`src/rtl/truth_table_sequencer_pkg.sv`:
```
// Shared definitions for the truth-table sequencer: FSM states, the expected
// truth table of Y = (ab)' + cd', and sizing constants.
package truth_table_sequencer_pkg;

  typedef enum logic [1:0] {
    ST_IDLE  = 2'd0,
    ST_APPLY = 2'd1,
    ST_WAIT  = 2'd2,
    ST_DONE  = 2'd3
  } state_e;

  // Bit i is the expected y for {a,b,c,d} == i; only 12, 13 and 15 evaluate to 0.
  localparam logic [15:0] EXP_TABLE = 16'h4FFF;
  localparam logic [3:0]  IDX_LAST  = 4'd15;
  localparam logic [4:0]  ERR_MAX   = 5'd16;

  function automatic logic exp_y(input logic [3:0] idx);
    return EXP_TABLE[idx];
  endfunction

endpackage

```
`src/rtl/btn_conditioner.sv`:
```
// Push-button conditioner: 2-FF synchroniser, counter debouncer and a
// single-cycle pulse on each accepted press.
module btn_conditioner #(
  parameter int unsigned DEBOUNCE_CYCLES = 500_000
) (
  input  logic clk,
  input  logic rst,
  input  logic btn_raw,
  output logic btn_level,
  output logic btn_pulse
);

  localparam int unsigned    CNT_W    = $clog2(DEBOUNCE_CYCLES + 1);
  localparam logic [CNT_W-1:0] CNT_LAST = CNT_W'(DEBOUNCE_CYCLES - 1);

  logic             sync1_q, sync2_q;
  logic             level_q, level_d;
  logic             pulse_q, pulse_d;
  logic [CNT_W-1:0] cnt_q, cnt_d;

  // NOTE: every variable gets a default before any branch, so no path can leave one unassigned and infer a latch.
  always_comb begin
    level_d = level_q;
    pulse_d = 1'b0;
    cnt_d   = '0;
    if (sync2_q != level_q) begin
      if (cnt_q == CNT_LAST) begin
        level_d = sync2_q;
        pulse_d = sync2_q;
      end else begin
        cnt_d = cnt_q + 1'b1;
      end
    end
  end

  // NOTE: sequential state uses non-blocking assignments; reset is synchronous, sampled on the clock edge.
  always_ff @(posedge clk) begin
    if (rst) begin
      sync1_q <= 1'b0;
      sync2_q <= 1'b0;
      level_q <= 1'b0;
      pulse_q <= 1'b0;
      cnt_q   <= '0;
    end else begin
      sync1_q <= btn_raw;
      sync2_q <= sync1_q;
      level_q <= level_d;
      pulse_q <= pulse_d;
      cnt_q   <= cnt_d;
    end
  end

  assign btn_level = level_q;
  assign btn_pulse = pulse_q;

endmodule

```
`src/rtl/truth_table_sequencer.sv`:
```
// Steps {a,b,c,d} through all 16 combinations, captures the expression block's
// y into a truth table and counts samples that disagree with the expected function.
module truth_table_sequencer
  import truth_table_sequencer_pkg::*;
#(
  parameter int unsigned TICK_DIV        = 50_000_000,
  parameter int unsigned DEBOUNCE_CYCLES = 500_000
) (
  input  logic        clk,
  input  logic        rst,
  input  logic        start,
  input  logic        mode_auto,
  input  logic        step_btn,
  input  logic        y_in,
  output logic [3:0]  abcd,
  output logic [15:0] truth_table,
  output logic        busy,
  output logic        done,
  output logic [4:0]  err_count,
  output logic        err
);

  localparam int unsigned        PRESC_W    = (TICK_DIV > 1) ? $clog2(TICK_DIV) : 1;
  localparam logic [PRESC_W-1:0] PRESC_LAST = PRESC_W'(TICK_DIV - 1);

  state_e               state_q, state_d;
  logic [3:0]           idx_q, idx_d;
  logic [3:0]           abcd_q, abcd_d;
  logic [15:0]          table_q, table_d;
  logic [4:0]           errc_q, errc_d;
  logic                 err_q, err_d;
  logic [PRESC_W-1:0]   presc_q, presc_d;
  logic                 step_pulse;
  logic                 unused_step_level;
  logic                 advance;

  btn_conditioner #(
    .DEBOUNCE_CYCLES(DEBOUNCE_CYCLES)
  ) u_btn (
    .clk      (clk),
    .rst      (rst),
    .btn_raw  (step_btn),
    .btn_level(unused_step_level),
    .btn_pulse(step_pulse)
  );

  // One event source per cycle, picked by the current mode, so a mode change cannot double-advance.
  always_comb begin
    advance = 1'b0;
    if (state_q == ST_WAIT) begin
      advance = mode_auto ? (presc_q == PRESC_LAST) : step_pulse;
    end
  end

  always_comb begin
    state_d = state_q;
    idx_d   = idx_q;
    abcd_d  = abcd_q;
    table_d = table_q;
    errc_d  = errc_q;
    err_d   = err_q;
    presc_d = presc_q;

    unique case (state_q)
      ST_IDLE, ST_DONE: begin
        if (start) begin
          idx_d   = '0;
          abcd_d  = '0;
          table_d = '0;
          errc_d  = '0;
          err_d   = 1'b0;
          state_d = ST_APPLY;
        end
      end

      ST_APPLY: begin
        abcd_d  = idx_q;
        presc_d = '0;
        state_d = ST_WAIT;
      end

      ST_WAIT: begin
        if (advance) begin
          table_d[idx_q] = y_in;
          if (y_in != exp_y(idx_q)) begin
            err_d = 1'b1;
            if (errc_q != ERR_MAX) errc_d = errc_q + 1'b1;
          end
          if (idx_q == IDX_LAST) begin
            state_d = ST_DONE;
          end else begin
            idx_d   = idx_q + 1'b1;
            state_d = ST_APPLY;
          end
        end else if (mode_auto) begin
          presc_d = presc_q + 1'b1;
        end
      end

      default: state_d = ST_IDLE;
    endcase
  end

  always_ff @(posedge clk) begin
    if (rst) begin
      state_q <= ST_IDLE;
      idx_q   <= '0;
      abcd_q  <= '0;
      table_q <= '0;
      errc_q  <= '0;
      err_q   <= 1'b0;
      presc_q <= '0;
    end else begin
      state_q <= state_d;
      idx_q   <= idx_d;
      abcd_q  <= abcd_d;
      table_q <= table_d;
      errc_q  <= errc_d;
      err_q   <= err_d;
      presc_q <= presc_d;
    end
  end

  assign abcd        = abcd_q;
  assign truth_table = table_q;
  assign busy        = (state_q == ST_APPLY) || (state_q == ST_WAIT);
  assign done        = (state_q == ST_DONE);
  assign err_count   = errc_q;
  assign err         = err_q;

endmodule

```
`config.mk`:
```
export PLATFORM = sky130hd
export DESIGN_NAME = truth_table_sequencer
export DESIGN_NICKNAME = d
export VERILOG_FILES = /design/src/rtl/truth_table_sequencer_pkg.sv /design/src/rtl/btn_conditioner.sv /design/src/rtl/truth_table_sequencer.sv
export SDC_FILE = /design/constraint.sdc
export NUM_CORES = 1
export LEC_CHECK = 0
export CORE_AREA = 2 2 89 91
export DETAILED_ROUTE_END_ITERATION = 7
export DIE_AREA = 0 0 91 93
export GPL_TIMING_DRIVEN = 0
export PLACE_DENSITY_LB_ADDON = 0.15
export SYNTH_ARGS = -nofsm -noshare
export SYNTH_HDL_FRONTEND = slang
export SYNTH_SLANG_ARGS = --single-unit
export TNS_END_PERCENT = 100
```
`constraint.sdc`:
```
create_clock -name clk -period 3 [get_ports clk]
set_input_delay 0.3 -clock clk [delete_from_list [all_inputs] [get_ports clk]]
set_output_delay 0.3 -clock clk [all_outputs]
set_load 0.03 [all_outputs]
```
**Word level (Yosys, flattened, before mapping)**

Memory sizes are Yosys's and may differ from the RTL's. A register that Yosys moved wholly into a read port is not among the register bits.
Index checks and enable logic that the tools add are counted.

- Bits in registers: 81
- Input port bits: 6
- Output and inout port bits: 28
- Word-level logic and storage cells: 86
- Bits in read-only memories: 16
- Memories kept: 1

- Magnitude comparators: 2
- $add $sub $neg: 4
- Reductions and logical operators: 17
- Equal/unequal tests: 16
- Bitwise logic cells: 2
- Muxes and demuxes: 32

Memories:

| memory | depth | width | read ports | clocked after memory_dff | wr ports | RTL line | source |
|---|---|---|---|---|---|---|---|
| (name not given) | 16 | 1 | 1 | 1 | 0 | truth_table_sequencer_pkg.sv:18 | `return EXP_TABLE[idx];` |

Operators with widths:

| kind | number |
|---|---|
| $mux 26 | 2 |
| $pmux 26 s2 | 1 |
| $mux 16 | 2 |
| $pmux 16 s2 | 1 |
| $add 26x1->26 const B | 1 |
| $eq 26x26->1 const B | 1 |
| $mux 4 | 5 |
| $mux 5 | 4 |
| $add 19x1->19 const B | 1 |
| $eq 19x19->1 const B | 1 |
| $bwmux 16 | 1 |
| $pmux 4 s2 | 2 |
| $ne 2x2->1 const B | 5 |
| $pmux 5 s2 | 1 |
| $reduce_and 4->1 | 2 |
| $mux 1 | 7 |
| $mux 2 | 3 |
| $pmux 2 s3 | 1 |
| $reduce_and 2->1 | 3 |
| $reduce_and 3->1 | 2 |
| $reduce_bool 2->1 | 3 |
| $reduce_or 3->1 | 2 |
| $add 5x1->5 const B | 1 |
| $lt 4x5->1 const B | 1 |
| other kinds (16) | 20 |

**Depth between registers and ports, before layout**

- Depth in word-level cells: 7
- Gate-level depth with buffers: 10
- Mapped depth without buffers: 7

**Hierarchy**

From an unflattened synthesis, not the netlist that was laid out.

- Cell total of the unflattened synthesis: 505
- Area, all modules: 4177.8 um^2

Modules (own cells, without submodules):

| module | area each (um^2) | cells an instance | seq. area each (um^2) | times used |
|---|---|---|---|---|
| truth_table_sequencer | 3101.7 | 393 | 1181.1 | 1 |
| btn_conditioner | 1076.0 | 112 | 460.4 | 1 |

**Worst setup path before layout**

OpenSTA, ideal clock, no wires.

- Kind: register to register
- Start point: register state_q[0]
- End point: register idx_q[3]
- Period minus slack after synthesis: 2098 ps
- Library setup time: 128 ps
- Stages on the path, launching flop included: 9
- Setup slack: 902 ps
- Data required time: 2872 ps
- Path buffers: 1
- Arrival: 1970 ps
- Cell sequence: dfxtp_1 inv_1 ha_1 nand2b_1 clkbuf_1 nand4_1 o21ai_2 mux2_2 nor2b_1

- Word-level cells in the longest chain between the ends: 4
- Elaborated cells on any way between the ends: 11
- Those cells by class: eq/ne: 5; mux: 2; reduce/logical: 4

RTL lines:

| item | RTL line | source |
|---|---|---|
| start, declared | truth_table_sequencer.sv:26 | `state_e state_q, state_d;` |
| start signal, assigned | truth_table_sequencer.sv:114 | `state_q <= state_d;` |
| $eq 2x2->1 (tied with other cells) | truth_table_sequencer.sv:50, truth_table_sequencer.sv:64 |  |
| $mux 1 or $reduce_or 2->1 (tied branches) | truth_table_sequencer.sv:50, truth_table_sequencer.sv:64 |  |
| $ne 2x2->1 (no line) or $reduce_bool 2->1 (tied branches) | - |  |
| $reduce_and 4->1 (no line) | - |  |
| end signal, assigned | truth_table_sequencer.sv:115 | `idx_q <= idx_d;` |
| end, declared | truth_table_sequencer.sv:27 | `logic [3:0] idx_q, idx_d;` |

Parallel ways exist; a longest one is shown, timed or not.
A chain may end at the register's enable or synchronous reset.

**Worst setup path in the final report**

Ends and elaborated chain as after synthesis.

==> run summary <==
Register area = 1642 um2
Vias in the first global route = 3718
Row count = 32
Overall power = 0.002307 W
Clock skew = 0.01090 ns
Grt ovf = 0
H-tree depth = 3
EDFF count, synth = 0
CP arrival = 2.73 ns
Worst path cell trace = inv_1 -> ha_1 -> nand2b_1 -> clkbuf_1 -> nand4_1 -> o21ai_2 -> mux2_2 -> nor2b_1
Iter 0 DRT Violations = 183
Lkg Pwr = 1.539 nW
Crit path largest cell delay = 0.41 ns
Mapped Cells = 504
Fin. Hold Viols = 0
CP max FO = 9
Die area = 8463 um2
CTS tree = built
Crit start category = flip-flop
Synth area leaders = dfxtp_1, a21oi_1, nor2_1
Fin nets = 566
Flops & latches, synth = 82
Die Ht = 93 um
WHS = 0.4577 ns
Clk buf depth = 2
GPL Wtd Cong = 0.8478
Ports = 34
Initial Util = 56.45%
Syn Area/Cell = 8.431 um2
Register area share after synthesis = 38.63%
Cell taking the most area after synthesis = dfxtp_1
Crit Path Class = flip-flop to flip-flop
Die X-Extent = 91 um
Worst Path Required = 3.23 ns
Fillcell total = 666
Vias per cell = 6.044
Synth-to-Final Area Change = 15.90%
Clock root buffer master = clkbuf_8
Final Critical Period = 2.501 ns
Worst hold path type = flip-flop to flip-flop
DRT Wirelength = 10170 um
Share of cells above drive strength 1 = 7.233%
DR DRC count = 0
Port Buffers = 33
Insertion delay to the later sink of the worst-skew pair = 0.36 ns
CTS sink cnt = 82
Worst rel slew slack = 43.00%
Footprint of the multi-input gates = 2424 um2
Largest net degree at the start of global routing = 15
Fin Setup TNS = 0 ns
WP buf/inv = 2
Final setup violation count = 0
Ys flop type = dfxtp_1
RSZ-0062 raised after global routing = false
PD cells = 468.4 nW/um2
Period utilization = 83.36%
Synthesis Warnings = 0
Post-synth top cells = dfxtp_1, nor2_1, a21oi_1, nand2_1, nand3_1
Antenna violations before repair = 0
GRT Util Overall = 24.75%
Placed inst area = 4707 um2
Final Cell Area = 4925 um2
Antenna-violating nets left = 0
Clk slew on worst S/H paths = 0.09 ns
First-pass GRT wire length = 17330 um
Routed WL per cell = 15.52 um
Synth top area share = 38.63%
Outcome = completed
Achievable Freq = 399.8 MHz
Max Cap Viol = 0
Hold_buf cts = 0
Detail Placement HPWL = 7096 um
Crit-path slowest cell = dfxtp_1
Via Count = 3959
Worst slew pin tran = 0.8532 ns
Core area = 7527 um2
Most frequent cell after synthesis = dfxtp_1
Fraction of registers with async set/reset = 0%
Mapped cell area = 4249 um2
Netlist cell types = 59
Post-CTS sizing = 0
Setup Buffers After CTS = 0
CTS Buf Count = 9
CP endpoint kind = flip-flop
Synthesized net count = 522
Delay-heaviest family, CP = buffers and inverters
N_diodes = 0
Slew Viols, Final = 0
Peak VDD IR = 346.6 uV
TritonRoute pass-1 iters = 5
[cells in the final DEF (no fill, tap or decap), types with 3 or more instances in the layout]
master,instances
a211oi_1,3
a21oi_1,45
a31oi_1,4
a32oi_1,4
a41oi_1,12
and2_1,4
and3_1,13
and4_1,3
buf_2,6
clkbuf_1,15
clkbuf_8,9
clkdlybuf4s50_1,33
dfxtp_1,82
ha_1,12
inv_1,17
mux2i_1,3
nand2_1,28
nand2b_1,20
nand3_1,23
nand4_1,15
nor2_1,48
nor2b_1,6
nor3_1,9
nor4_1,3
o21ai_0,17
o22ai_1,14
o31a_1,3
o31ai_1,15
or3_1,12
or4_1,14
xnor2_1,16
xor2_1,3
[metal layers]
metal | global-route usage (%) | part of all wire [%]
met5 | 0 | 0
met4 | 7.323 | 1.4
met3 | 4.271 | 4.8
met2 | 43.40 | 49
met1 | 31.35 | 45
[power breakdown]
part           total (W)  internal, W  switching (W)
logic           0.000320    0.0000955       0.000225
registers        0.00110      0.00109     0.00000726
clock network   0.000885     0.000472       0.000413
[cells by family after synthesis]
logic type	count (synthesis)	synth area share, %
AND/OR/NAND/NOR	212	28.12
flip-flops	82	38.63
XOR/XNOR	19	3.916
multiplexers	5	1.237
AO/OA/AOI/OAI	132	20.23
adder cells (fa/ha/maj)	12	3.533
buffers and inverters	42	4.328
[final cells by class]
cell class	count	share of cell area (%)
Multi-Input combinational cell	380	49.21
Clock inverter	6	1.829
Buffer	24	2.363
Clock buffer	10	2.591
Inverter	18	1.372
Tap cell	102	2.591
Sequential cell	82	33.33
Timing Repair Buffer	33	6.707
[through the flow]
step                utilization (%)  setup slack (ns)  std cells
global route                  65.43            0.3997        655
detailed placement            62.53            0.5638        639
global placement              62.53            0.5826        639
CTS                           65.43            0.5365        655
floorplan                         -            0.9023        504
finish                        65.43            0.4991        655
[worst reg2reg max path: cells and delay by family (launching register included)]
family | cells | cell delay (ns)
buffers and inverters | 2 | 0.41
DFF | 1 | 0.41
and+or+nand+nor | 3 | 0.40
muxes | 1 | 0.40
adders and majority gates | 1 | 0.38
AOI/OAI and AO/OA | 1 | 0.38
[worst paths after layout]
path         slack (ns)                startpoint  cells after the start                        to
max                0.50   state_q[0]$_SDFFE_PP0P_                      8     idx_q[3]$_SDFFE_PP0P_
min                0.46  u_btn.sync1_q$_SDFF_PP0_                      1  u_btn.sync2_q$_SDFF_PP0_
max reg2reg        0.50   state_q[0]$_SDFFE_PP0P_                      8     idx_q[3]$_SDFFE_PP0P_
min reg2reg        0.46  u_btn.sync1_q$_SDFF_PP0_                      1  u_btn.sync2_q$_SDFF_PP0_
[flip-flops by register name, summed over array words and instances, names as in the netlist, named ones only]
| signal | flops |
|---|---|
| state_q | 2 |
| u_btn.sync2_q | 1 |
| idx_q | 4 |
| u_btn.cnt_q | 19 |
| presc_q | 26 |
| truth_table | 16 |
| u_btn.sync1_q | 1 |
| err | 1 |
| abcd | 4 |
| err_count | 5 |
| u_btn.btn_level | 1 |
| u_btn.btn_pulse | 1 |
Power figures use the tool's default switching activity.
==> RTL edit 1 (same flow settings) <==
Encoding of `state_e`: now Gray code (2 bits for 4 states).
--- a/src/rtl/truth_table_sequencer_pkg.sv
+++ b/src/rtl/truth_table_sequencer_pkg.sv
@@ -4,8 +4,8 @@
 
   typedef enum logic [1:0] {
-    ST_IDLE  = 2'd0,
-    ST_APPLY = 2'd1,
-    ST_WAIT  = 2'd2,
-    ST_DONE  = 2'd3
+    ST_IDLE  = 2'b00,
+    ST_APPLY = 2'b01,
+    ST_WAIT  = 2'b11,
+    ST_DONE  = 2'b10
   } state_e;
 
Function: same outputs for any inputs over 10 cycles, from zero or initial values and one cycle with rst high; not proved beyond that.
==> RTL edit 1 against the original RTL <==
Worst hold slack got worse by 15 ps. Clock skew is 2.1 ps higher. Synthesized cell count is 9.1% lower. Fmax is 1.5% higher. Highest routed layer unchanged. Via count is 16% lower. Sequential share of layout area grew 3.2 points. Sequential cell count unchanged. Largest cell class unchanged. Wire length is 16% lower. Worst setup slack gained 37 ps. Design area is 8.8% lower. Area after synthesis is 8.9% lower.
Power is not compared: it rests on default switching activity, and its combinational part moved more than twofold at a synthesized area within 25%.
==> RTL edit 1: results (changes against the original RTL) <==
[yosys]
synthesis.nets=472  ; was 522
post_synthesis_mux_area_share_pct=5.07  ; was 1.24%
syn-mean-instance-area_um2=8.46  ; was 8.43 um2
ys_seq_area_share_pct=42.4  ; was 38.6%
area_fraction_in_compound_gates_after_synthesis_pct=9.14  ; was 20.2%
synthArstFlopShare_pct=0  ; unchanged
post_synth_most_frequent_cells=dfxtp_1 (82), nor2_1 (78), nand2_1 (37)  ; was dfxtp_1 (82), nor2_1 (48), a21oi_1 (45)
post_synth_main_area_contributors=dfxtp_1 (42%), nor2_1 (7.6%), xnor2_1 (6.1%)  ; was dfxtp_1 (39%), a21oi_1 (5.3%), nor2_1 (4.2%)
synthAdderAreaFrac_pct=2.58  ; was 3.53%
post_synth_xor_area_fraction_pct=9.95  ; was 3.92%
synthDistinctLibCells=46  ; was 59

[grt]
grt_first_pass_wirelength_um=14800  ; was 17300 um
largest_net_degree_at_the_start_of_global_routing=15  ; unchanged
antenna_violations_before_repair=0  ; unchanged
groute.usage.overall_pct=21.3  ; was 24.8%
first_global_vias=3229  ; was 3718

[power]
peakVddDrop_uv=207
post-layout-total-power_mw=1.91
leakage_nw=1.55
switching_share_pct=25.2
seq_power_share_pct=57.4

[worst_setup_path]
worst-endpoint-arrival_ps=2160  ; was 2730 ps
reg2reg_from=presc_q[0]  ; was state_q[0]
worst_setup_path_startpoint=state_q[0]  ; unchanged
timing.reg2reg.worst_path_depth=8  ; unchanged
critical_path.max_fanout=10  ; was 9
crit-reg2reg-capture=presc_q[15]  ; was idx_q[3]
r2r_setup_slack_ps=840  ; was 500 ps

[min_path]
min-delay-start=u_btn.sync1_q  ; unchanged
min_delay_worst_endpoint=u_btn.sync2_q  ; unchanged
worstHoldPathType=reg2reg  ; unchanged

[place]
gp_routability_congestion=0.876  ; was 0.848
io_buffer_count=32  ; was 33
dp_hpwl_um=6080  ; was 7100 um
placed_cells_incl_taps=592  ; was 639

[final_layout]
nets=515  ; was 566
layout_cell_share_with_drive_strength_beyond_1_pct=5.73  ; was 7.23%
ant_cells=0  ; unchanged
fillers=724  ; was 666
largest_register_ff_count=26  ; unchanged

[clock_network]
worst_skew_pair.late_latency_ps=360  ; about the same
clk_transition_reported_paths_ps=80
clock-root-buffer=clkbuf_8  ; unchanged
cts_buffer_depth=2  ; unchanged
cts-buffers-inserted=9  ; unchanged

[drt]
drt_first_iter_violations=97  ; was 183
met2_length_um=3980  ; was 4980 um
totalWireLength_um=8550  ; was 10200 um
route.top_layer_used=met4  ; unchanged
detail_route.wl_per_cell_um=14.1  ; was 15.5 um
detailroute.wirelength.met3_um=399  ; was 484 um
wl_met1_um=4040  ; was 4560 um
avgViaCountPerCell=5.47  ; was 6.04
dr.pass1.iters=5  ; unchanged

[timing]
worst_clock_skew_ps=13.0  ; was 10.9 ps
maxSlewHeadroom_pct=58.6  ; was 43.0%

[status]
outcome=finished, final reports clean  ; unchanged

## RTL edit 1: area by class of cell
| cell class | count | area (um2) | area share, % |
|---|---|---|---|
| plain buffers | 23 | 103 | 2.28 |
| clock buffers | 11 | 131 | 2.93 |
| clock inverters | 5 | 38.8 | 0.864 |
| inverters | 9 | 33.8 | 0.752 |
| multi-input cells | 344 | 2090 | 46.6 |
| flip-flops and latches | 82 | 1640 | 36.6 |
| well taps | 102 | 128 | 2.84 |
| repair buffers | 32 | 320 | 7.13 |
## RTL edit 1: logic make-up (layout without fill, tap and decap cells)
group / after synthesis / count (layout)
flip-flops: 82 / 82
buffers and inverters: 32 / 80
AO/OA/AOI/OAI: 55 / 55
adder cells (fa/ha/maj): 8 / 8
AND/OR/NAND/NOR: 218 / 218
XOR/XNOR: 44 / 44
multiplexers: 19 / 19
## RTL edit 1: worst max path at each step
stage / slack [ps] / end / depth (start not counted)
2_1_floorplan: 1230 / presc_q[0] / 8
6_report: 540 / done / 4
5_1_grt: 380 / done / 4
3_5_place_dp: 520 / err_count[3] / 7
4_1_cts: 500 / done / 4
3_3_place_gp: 540 / err_count[4] / 7
## RTL edit 1: layer usage
metal | vias to the layer above | track usage [%]
met1 | 1562 | 27.4
met2 | 93 | 35.4
li1 | 1661 | -
met5 | - | 0
met3 | 12 | 5.00
met4 | 0 | 7.20
## RTL edit 1: per-stage QoR
stage	area, um2	setup slack (ps)	hold WS (ps)
after CTS	4490	503	449
final	4490	536	442
after detailed placement	4320	516	426
after global placement	4320	538	418
after global routing	4490	382	462
after floorplan	3870	1230	414
## RTL edit 1: critical path, cell delays in order (launching register included)
cell and delay, ps:
dfxtp_1 410, clkbuf_1 350, clkbuf_1 360, nor2b_1 90
clkdlybuf4s50_1 600
==> RTL edit 2 (same settings) <==
Without the edit above. Change the package constant `ERR_MAX` from 5'd16 to 5'd12.
--- a/src/rtl/truth_table_sequencer_pkg.sv
+++ b/src/rtl/truth_table_sequencer_pkg.sv
@@ -13,5 +13,5 @@
   localparam logic [15:0] EXP_TABLE = 16'h4FFF;
   localparam logic [3:0]  IDX_LAST  = 4'd15;
-  localparam logic [4:0]  ERR_MAX   = 5'd16;
+  localparam logic [4:0]  ERR_MAX   = 5'd12;
 
   function automatic logic exp_y(input logic [3:0] idx);
Function: no difference found for any inputs over 10 cycles, from zero or initial values and one cycle with rst high; that may be too few to reach the edited logic, so the function may still have changed.
==> RTL edit 2 against the original RTL <==
Clock skew down 3.3 ps. Via count shrank 6.3%. Worst setup slack worse by 290 ps. Design area decreased by 3.3%. Power rose by 1.6%. Area after synthesis is 3.9% lower. Largest power group unchanged. Sequential cell count unchanged. Utilization is 2.1 points lower. Global-route usage shrank 1.3 points. Wire length is 5.5% lower. Die area unchanged.
==> RTL edit 2: results (changes against the original RTL) <==
[power]
post-layout-total-power_mw=2.34  ; was 2.31 mW
switching_power_mw=0.612  ; was 0.645 mW
leakage_nw=1.55  ; was 1.54 nW
peakVddDrop_uv=449  ; was 347 uV

[min_path]
worstHoldPathType=in2reg  ; was reg2reg
min-delay-start=y_in  ; was u_btn.sync1_q
min_delay_worst_endpoint=truth_table[11]  ; was u_btn.sync2_q

[worst_setup_path]
cpMaxStageDelayCell=dfxtp_1  ; unchanged
worst-endpoint-arrival_ps=3060  ; was 2730 ps
critical_path.max_fanout=7  ; was 9
path_delay_family=compound AO/OA/AOI/OAI gates  ; was buffers and inverters

[yosys]
ys_seq_area_share_pct=40.2  ; was 38.6%
area_fraction_in_compound_gates_after_synthesis_pct=15.5  ; was 20.2%
syn-mean-instance-area_um2=8.23  ; was 8.43 um2
post_synth_most_frequent_cells=dfxtp_1 (82), nor2_1 (71), nand2_1 (39)  ; was dfxtp_1 (82), nor2_1 (48), a21oi_1 (45)
synthDistinctLibCells=53  ; was 59
synthAdderAreaFrac_pct=3.68  ; was 3.53%
post_synthesis_mux_area_share_pct=1.04  ; was 1.24%
post_synth_main_area_contributors=dfxtp_1 (40%), nor2_1 (6.5%), xnor2_1 (6.4%)  ; was dfxtp_1 (39%), a21oi_1 (5.3%), nor2_1 (4.2%)
post_synth_xor_area_fraction_pct=8.80  ; was 3.92%

[final_layout]
area_share_clock_buf_inv_pct=5.10  ; was 4.42%
nets=556  ; was 566
finish.instance_area_um2=4760  ; was 4920 um2
fin_cells=645  ; was 655
layout_commonest_cell=dfxtp_1  ; unchanged
fillers=702  ; was 666
layout_cell_share_with_drive_strength_beyond_1_pct=4.79  ; was 7.23%
seq_share_pct=34.5  ; was 33.3%

[grt]
grt_first_pass_wirelength_um=16200  ; was 17300 um
use_met1_pct=30.4  ; was 31.4%
groute.usage.overall_pct=23.4  ; was 24.8%
gr-usage-met3_pct=5.16  ; was 4.27%
first_global_vias=3580  ; was 3718

[place]
dpl_cell_area_um2=4520  ; was 4710 um2
placed_cells_incl_taps=629  ; was 639
detailedPlace.worstSlack_ps=215  ; was 564 ps
gp_routability_congestion=0.907  ; was 0.848
io_buffer_count=31  ; was 33
dp_hpwl_um=6740  ; was 7100 um

[drt]
dr.pass1.iters=5  ; unchanged
met2_length_um=4530  ; was 4980 um
detailroute.via_count=3708  ; was 3959
wl_met1_um=4240  ; was 4560 um
drt_first_iter_violations=246  ; was 183

[timing]
hold_slack_ps=407  ; was 458 ps
worst_clock_skew_ps=7.58  ; was 10.9 ps
worst_slew_pin_slew_ps=623  ; was 853 ps

[status]
outcome=finished, final reports clean  ; unchanged

[clock_network]
clock_tree.htree_level_count=3  ; unchanged

RTL edit 2: cells by family after synthesis:
logic type | after synthesis
buffers and inverters | 45
AND/OR/NAND/NOR | 212
XOR/XNOR | 41
multiplexers | 4
adder cells (fa/ha/maj) | 12
AO/OA/AOI/OAI | 100
flip-flops | 82
RTL edit 2: tightest hold or removal path: cells and delay by family:
kind,cells,cell delay (ps)
buffers and inverters,1,200
AND/OR/NAND/NOR,1,130
AO/OA/AOI/OAI,1,90
RTL edit 2: worst max-delay path by stage:
stage          depth (start not counted)         to  slack, ps       start
2_1_floorplan                          8  flip-flop        570  state_q[0]
4_1_cts                                8  flip-flop        240  state_q[0]
3_3_place_gp                           7  flip-flop        220   mode_auto
3_5_place_dp                           7  flip-flop        210   mode_auto
6_report                               8  flip-flop        210  state_q[0]
5_1_grt                                8  flip-flop         90  state_q[0]
